File: src/rtl/control_contador_pkg.sv
// Shared encodings for the cascaded-counter command sequencer.
package control_contador_pkg;

  localparam logic [1:0] ST_IDLE  = 2'd0;
  localparam logic [1:0] ST_LOAD  = 2'd1;
  localparam logic [1:0] ST_RUN   = 2'd2;
  localparam logic [1:0] ST_DRAIN = 2'd3;

  localparam logic [1:0] MODO_UP    = 2'b00;
  localparam logic [1:0] MODO_DOWN  = 2'b01;
  localparam logic [1:0] MODO_DOWN3 = 2'b10;
  localparam logic [1:0] MODO_LOAD  = 2'b11;

  typedef enum logic [1:0] {
    StIdle  = ST_IDLE,
    StLoad  = ST_LOAD,
    StRun   = ST_RUN,
    StDrain = ST_DRAIN
  } state_e;

endpackage

File: src/rtl/contador_sat.sv
// Saturating up-counter with synchronous clear (clear wins over enable).
module contador_sat #(
  parameter int unsigned Width = 8
) (
  input  logic             clk_i,
  input  logic             rst_i,
  input  logic             clr_i,
  input  logic             en_i,
  output logic [Width-1:0] cnt_o
);

  logic [Width-1:0] cnt_d, cnt_q;

  always_comb begin
    cnt_d = cnt_q;
    if (clr_i) begin
      cnt_d = '0;
    end else if (en_i && (cnt_q != '1)) begin
      cnt_d = cnt_q + Width'(1);
    end
  end

  always_ff @(posedge clk_i or posedge rst_i) begin
    if (rst_i) begin
      cnt_q <= '0;
    end else begin
      cnt_q <= cnt_d;
    end
  end

  assign cnt_o = cnt_q;

endmodule

File: src/rtl/control_contador.sv
// Command sequencer: one parallel-load cycle, CMD_LEN counting cycles, one drain
// cycle, then a DONE pulse with the captured Q and RCO tally.
module control_contador
  import control_contador_pkg::*;
#(
  parameter int unsigned WIDTH = 16,
  parameter int unsigned LEN_W = 8,
  parameter int unsigned CNT_W = 8
) (
  input  logic             CLK,
  input  logic             RST,
  input  logic             CMD_VALID,
  output logic             CMD_READY,
  input  logic [1:0]       CMD_MODO,
  input  logic [WIDTH-1:0] CMD_DATA,
  input  logic [LEN_W-1:0] CMD_LEN,
  input  logic [WIDTH-1:0] Q_IN,
  input  logic             RCO_IN,
  output logic [1:0]       MODO,
  output logic [WIDTH-1:0] D,
  output logic             ENB,
  output logic             BUSY,
  output logic             DONE,
  output logic [WIDTH-1:0] Q_LAST,
  output logic [CNT_W-1:0] RCO_CNT
);

  state_e           state_d, state_q;
  logic [1:0]       mode_d, mode_q;
  logic [LEN_W-1:0] rem_d, rem_q;
  logic [1:0]       modo_d, modo_q;
  logic [WIDTH-1:0] d_d, d_q;
  logic             enb_d, enb_q;
  logic             done_d, done_q;
  logic [WIDTH-1:0] q_last_d, q_last_q;
  logic             accept;
  logic             rco_en;

  assign CMD_READY = (state_q == StIdle) && !RST;
  assign accept    = CMD_VALID && CMD_READY;
  assign rco_en    = RCO_IN && ((state_q == StRun) || (state_q == StDrain));

  always_comb begin
    state_d  = state_q;
    mode_d   = mode_q;
    rem_d    = rem_q;
    modo_d   = modo_q;
    d_d      = d_q;
    enb_d    = enb_q;
    done_d   = 1'b0;
    q_last_d = q_last_q;
    unique case (state_q)
      StIdle: begin
        if (accept) begin
          mode_d  = CMD_MODO;
          rem_d   = CMD_LEN;
          d_d     = CMD_DATA;
          modo_d  = MODO_LOAD;
          enb_d   = 1'b1;
          state_d = StLoad;
        end
      end
      StLoad: begin
        if (rem_q == '0) begin
          enb_d   = 1'b0;
          state_d = StDrain;
        end else begin
          modo_d  = mode_q;
          enb_d   = 1'b1;
          state_d = StRun;
        end
      end
      StRun: begin
        rem_d = rem_q - LEN_W'(1);
        if (rem_q == LEN_W'(1)) begin
          enb_d   = 1'b0;
          state_d = StDrain;
        end
      end
      StDrain: begin
        // Counter Q has settled: its last enabled update landed on the previous edge.
        q_last_d = Q_IN;
        done_d   = 1'b1;
        modo_d   = MODO_UP;
        enb_d    = 1'b0;
        state_d  = StIdle;
      end
      default: state_d = StIdle;
    endcase
  end

  always_ff @(posedge CLK or posedge RST) begin
    if (RST) begin
      state_q  <= StIdle;
      mode_q   <= MODO_UP;
      rem_q    <= '0;
      modo_q   <= MODO_UP;
      d_q      <= '0;
      enb_q    <= 1'b0;
      done_q   <= 1'b0;
      q_last_q <= '0;
    end else begin
      state_q  <= state_d;
      mode_q   <= mode_d;
      rem_q    <= rem_d;
      modo_q   <= modo_d;
      d_q      <= d_d;
      enb_q    <= enb_d;
      done_q   <= done_d;
      q_last_q <= q_last_d;
    end
  end

  contador_sat #(
    .Width(CNT_W)
  ) u_rco_cnt (
    .clk_i(CLK),
    .rst_i(RST),
    .clr_i(accept),
    .en_i (rco_en),
    .cnt_o(RCO_CNT)
  );

  assign MODO   = modo_q;
  assign D      = d_q;
  assign ENB    = enb_q;
  assign BUSY   = (state_q != StIdle);
  assign DONE   = done_q;
  assign Q_LAST = q_last_q;

endmodule

File: config.mk
export PLATFORM = sky130hd
export DESIGN_NAME = control_contador
export DESIGN_NICKNAME = d
export VERILOG_FILES = /design/src/rtl/control_contador_pkg.sv /design/src/rtl/contador_sat.sv /design/src/rtl/control_contador.sv
export SDC_FILE = /design/constraint.sdc
export NUM_CORES = 1
export LEC_CHECK = 0
export ABC_AREA = 1
export CORE_ASPECT_RATIO = 1.5
export CORE_MARGIN = 1
export CORE_UTILIZATION = 46
export DETAILED_ROUTE_END_ITERATION = 10
export PLACE_DENSITY = 0.83
export SLEW_MARGIN = 10
export SYNTH_ARGS = -nofsm -noshare
export SYNTH_HDL_FRONTEND = slang
export SYNTH_SLANG_ARGS = --single-unit
File: constraint.sdc
create_clock -name CLK -period 1.9 [get_ports CLK]
set_input_delay 0.285 -clock CLK [delete_from_list [all_inputs] [get_ports CLK]]
set_output_delay 0.285 -clock CLK [all_outputs]
set_load 0.01 [all_outputs]
# After elaboration in Yosys (flattened, before gate mapping)
# Cells that the tools add are included.
# totals
ram_bits	0
output_inout_bits	46
ff_bits	56
n_memories	0
latch_bits	0
rom_bits	0
# op_classes
n_mul	0
div_mod_pow	0
n_mux	16
add_sub_neg	2
n_lt_le_gt_ge	0
shift	0
reduce_logical	16
n_bitwise	0
eq_ne	8
# op_table
op	n
$mux W8	3
$pmux W8 S2	1
$add A8 B1 Y8 const B	1
$eq A8 B1 Y1 const B	1
$logic_not A8 Y1	1
$mux W2	4
$ne A8 B8 Y1 const B	1
$pmux W2 S4	1
$sub A8 B1 Y8 const B	1
$pmux W2 S3	1
$reduce_and A2 Y1	3
$reduce_bool A2 Y1	3
$mux W1	5
$eq A2 B2 Y1 const B	2
$logic_and A1 B1 Y1	4
$ne A2 B2 Y1 const B	2
$pmux W1 S4	1
$reduce_and A3 Y1	1
$reduce_bool A3 Y1	1
$eq A2 B1 Y1 const B	1
$logic_not A2 Y1	1
$ne A2 B1 Y1 const B	1
$logic_not A1 Y1	1
$logic_or A1 B1 Y1	1

# Depth between registers and ports, before layout
# Gate-level depths: netlist of the first run.
# logic_depth
ltp_word	6
depth_mapped	10
depth_no_buf	9

# Hierarchy
# A second synthesis of the first run with hierarchy kept.
# hier_totals
cells_unflattened	363
hier_area_um2	2820.2
# modules_own_cells
mod	n_inst	area_per_inst_um2	cells_per_inst	seq_area_each_um2
control_contador	1	2313.5	294	1201.2
contador_sat	1	506.7	69	200.2

# Worst setup path after synthesis of the first run
# No wires, ideal clock.
# synth_path
path_type	input to register
start	in RST
end	reg rem_q[6]
setup_slack_ps	-485
setup_time_ps	121
required_time_ps	1779
stages	6
arrival_time_ps	2265
path_cell_list	inv_1 -> nand3_4 -> o21ai_2 -> nand2_1 -> o21ai_0 -> nand2_1
# synth_via
elab_chain_cells	5
# synth_lines
item	line	source
start: declaration	control_contador.sv:11	input logic RST,
$logic_not A1 Y1 (no line)	n/a	
$logic_and A1 B1 Y1	control_contador.sv:39	assign CMD_READY = (state_q == StIdle) && !RST;
$logic_and A1 B1 Y1	control_contador.sv:40	assign accept = CMD_VALID && CMD_READY;
$ne A2 B2 Y1 (no line)	n/a	
$reduce_and A2 Y1 (no line)	n/a	
end signal: assignment	control_contador.sv:105	rem_q <= rem_d;
end: declaration	control_contador.sv:30	logic [LEN_W-1:0] rem_d, rem_q;
# No other way between the ends.
# A chain may end at the register's enable or synchronous reset.

# Worst setup path after layout of the first run
# layout_path
start	reg state_q[1]
end	out CMD_READY
# layout_via
elab_chain_cells	2
# layout_lines
item	line	source
start: declaration	control_contador.sv:28	state_e state_d, state_q;
start signal: assignment	control_contador.sv:94	state_q <= StIdle;
start signal: assignment	control_contador.sv:103	state_q <= state_d;
$logic_not A2 Y1	control_contador.sv:39	
$logic_and A1 B1 Y1	control_contador.sv:39	
end: declaration	control_contador.sv:13	output logic CMD_READY,
# No other way between the ends.

==> results.json, run 1 <==
{
  "grt-ovfl-total": 0,
  "yosysTopAreaCell": "dfrtp_1",
  "cts_buffer_depth": 2,
  "port_buffers": 91,
  "r2r-end": "rem_q[6]",
  "outcome": "completed",
  "place_inst": 516,
  "drc_errors": 0,
  "p_leak_nw": 1.935,
  "arrival_ns": 1.48,
  "die_y_um": 96.42,
  "r2r_cells": 7,
  "htree_num_levels": 2,
  "die_x_um": 64.95,
  "ys_types": 25,
  "slew_headroom": 0.5425,
  "crit_path_max_fanout": 3,
  "area_growth_pct": 41.05,
  "vias": 2560,
  "end_kind": "output port",
  "gp_congestion": 0.8533,
  "hold_viol_final": 0,
  "wl_per_cell_um": 12.65,
  "tightest_slew_ns": 0.6863,
  "clock-sinks": 56,
  "clock-root-buffer": "clkbuf_8",
  "hold_path.class": "reg -> reg",
  "ys_seq_elements": 56,
  "period_share": 0.9266,
  "irDropWorstVdd_mv": 0.8706,
  "netlist_area_sq_um": 2734,
  "fin_area_sq_um": 3856,
  "io_pins": 92,
  "fin_crit_ns": 1.760,
  "cap_violations": 0,
  "numCtsBuffers": 5,
  "yosys.area.top_type_share": 0.5126,
  "ctsHoldBuffers": 0,
  "seq_area_frac_synth": 0.5126,
  "dpl_cell_area_sq_um": 3747,
  "antenna_left": 0,
  "hpwl_mm": 4.960,
  "postSynthAreaPerCell_sq_um": 7.723,
  "nets": 507,
  "drv_slew": 0,
  "cp-start-kind": "flip-flop",
  "grt_pass1_wl_mm": 10.87,
  "whs_path_depth": 2,
  "powerDensity_nw_per_um2": 1494,
  "dieArea_sq_um": 6262,
  "gr-usage-all-layers": 0.2269,
  "rsz0062_at_grt": "false",
  "hp-start": "Q_LAST[8]",
  "clk_pin_slew_ns": 0.10,
  "fmax_mhz": 568.0,
  "r2r-start": "state_q[1]",
  "via_per_inst": 4.876,
  "required_ns": 1.62,
  "cts_tree": "done",
  "drive_gt1_frac": 0.06181,
  "antenna_found_initial": 0,
  "path_class": "reg -> out",
  "fin_skew_ns": 0.005522,
  "synth.area.top_cells": "dfrtp_1 51%, nand2_1 24%, ha_1 4.1%, inv_1 3.8%, nor2_1 3.4%",
  "grt_pass1_vias": 2513,
  "n_antenna_cell": 0,
  "clock_latency_ns": 0.32,
  "row_count": 34,
  "yosysWarnings": 0,
  "finalSetupTns_ns": 0,
  "min_to": "Q_LAST[8]",
  "start_util": 0.4725,
  "grt_start_max_net_pins": 57,
  "core_area_sq_um": 5786,
  "wl_mm": 6.643,
  "synth_cells": 354,
  "whs_ns": 0.4791,
  "finalNonFillerCells": 525,
  "drt_pass1_iterations": 4,
  "syn-num-nets": 409,
  "rrSetupSlack_ns": 0.15,
  "final-setup-viol-count": 0,
  "dr.first_iter.drc_count": 156
}
power by group:
| group | switching [mW] | internal [mW] | total (mW) |
|---|---|---|---|
| logic | 1.58 | 1.44 | 3.02 |
| clock network | 0.404 | 0.265 | 0.669 |
| registers | 0.340 | 1.73 | 2.07 |
| total | 2.33 | 3.44 | 5.76 |
area by class of cell:
cell class / instances / area, sq um
clock buffer: 5 / 68.82
clock inverter: 3 / 22.52
fill: 502 / 1929
inverter: 31 / 120.1
multi-input combinational: 257 / 1170
sequential: 56 / 1401
tap: 72 / 90.09
timing repair buffer: 101 / 983.4
registers in the layout, summed over array words and instances (netlist names):
register         flops
D                   16
mode_q               2
rem_q                8
Q_LAST              16
state_q              2
DONE                 1
u_rco_cnt.cnt_o      8
MODO                 2
ENB                  1
placed cells by master, fill, tap and decap left out, types with 2 or more instances in the layout:
master / count
dlygate4sd2_1: 2
inv_1: 26
xor2_1: 4
a31oi_1: 2
nor2_1: 25
buf_4: 10
o21ai_0: 13
nand2_1: 174
clkbuf_8: 5
clkdlybuf4s50_1: 89
inv_2: 3
dfrtp_1: 56
nand4_1: 4
a21oi_1: 2
ha_1: 8
nand3_1: 16
what timing repair did:
action | 4_1_cts | 5_1_grt
endpoints found under the hold margin | 0 | 0
resized for setup | 5 | 0
setup endpoints to repair | 2 | 0
buffers inserted | 1 | 0
metrics by stage:
stage	setup WS [ns]	power, mW	utilization
3_5_place_dp	0.03219	5.078	0.6477
6_report	0.1395	5.761	0.6665
5_1_grt	0.01660	6.286	0.6665
4_1_cts	0.1443	5.791	0.6665
3_3_place_gp	0.1059	4.944	0.6477
2_1_floorplan	-0.05144	3.685	-
per-layer routing:
metal	wire, um	GRT usage	vias up
li1	-	-	1278
met1	2608	0.2588	1210
met2	3647	0.4063	62
met3	240	0.03991	10
met4	146	0.1093	0
met5	0	0	-
synth_stat cells:
library cell / n
a31oi_1: 2
clkbuf_1: 1
o21a_1: 1
nand2_1: 174
buf_4: 2
inv_1: 28
clkinv_1: 1
nand3_4: 1
ha_1: 9
xor2_1: 4
nand3_1: 16
or2_2: 1
o21ai_2: 1
o211ai_1: 1
buf_2: 3
dfrtp_1: 56
buf_1: 2
nor3_1: 1
nand4_1: 4
buf_6: 2
nor2_2: 2
nor2_1: 25
inv_2: 2
a21oi_1: 2
o21ai_0: 13
logic make-up after synthesis:
group,share of synthesized area
flops,0.5126
compound gates,0.04073
fa+ha+maj,0.04119
xor+xnor,0.01281
simple gates,0.3268
buf+inv,0.06590
worst max-delay path, cell delays in order (launching register included):
cell,delay (ns)
dfrtp_1,0.41
inv_1,0.13
ha_4,0.18
inv_1,0.07
nor2_1,0.09
dlygate4sd2_1,0.27
worst max-delay path by stage:
stage                     startpoint        end  slack (ns)
final                     state_q[1]  CMD_READY        0.14
after global routing      state_q[1]  CMD_READY        0.02
after CTS                 state_q[1]  CMD_READY        0.14
after detailed placement  state_q[0]  CMD_READY        0.03
after global placement    state_q[0]  CMD_READY        0.11
after floorplan                  RST   rem_q[1]       -0.05
(Power assumes the default switching activity.)
==> run 2: changes to the inputs <==
Settings changed: ABC_CLOCK_PERIOD_IN_PS set to 1900.
==> results of run 2 <==
The final DEF is identical to that of run 1; final timing and power are the same.
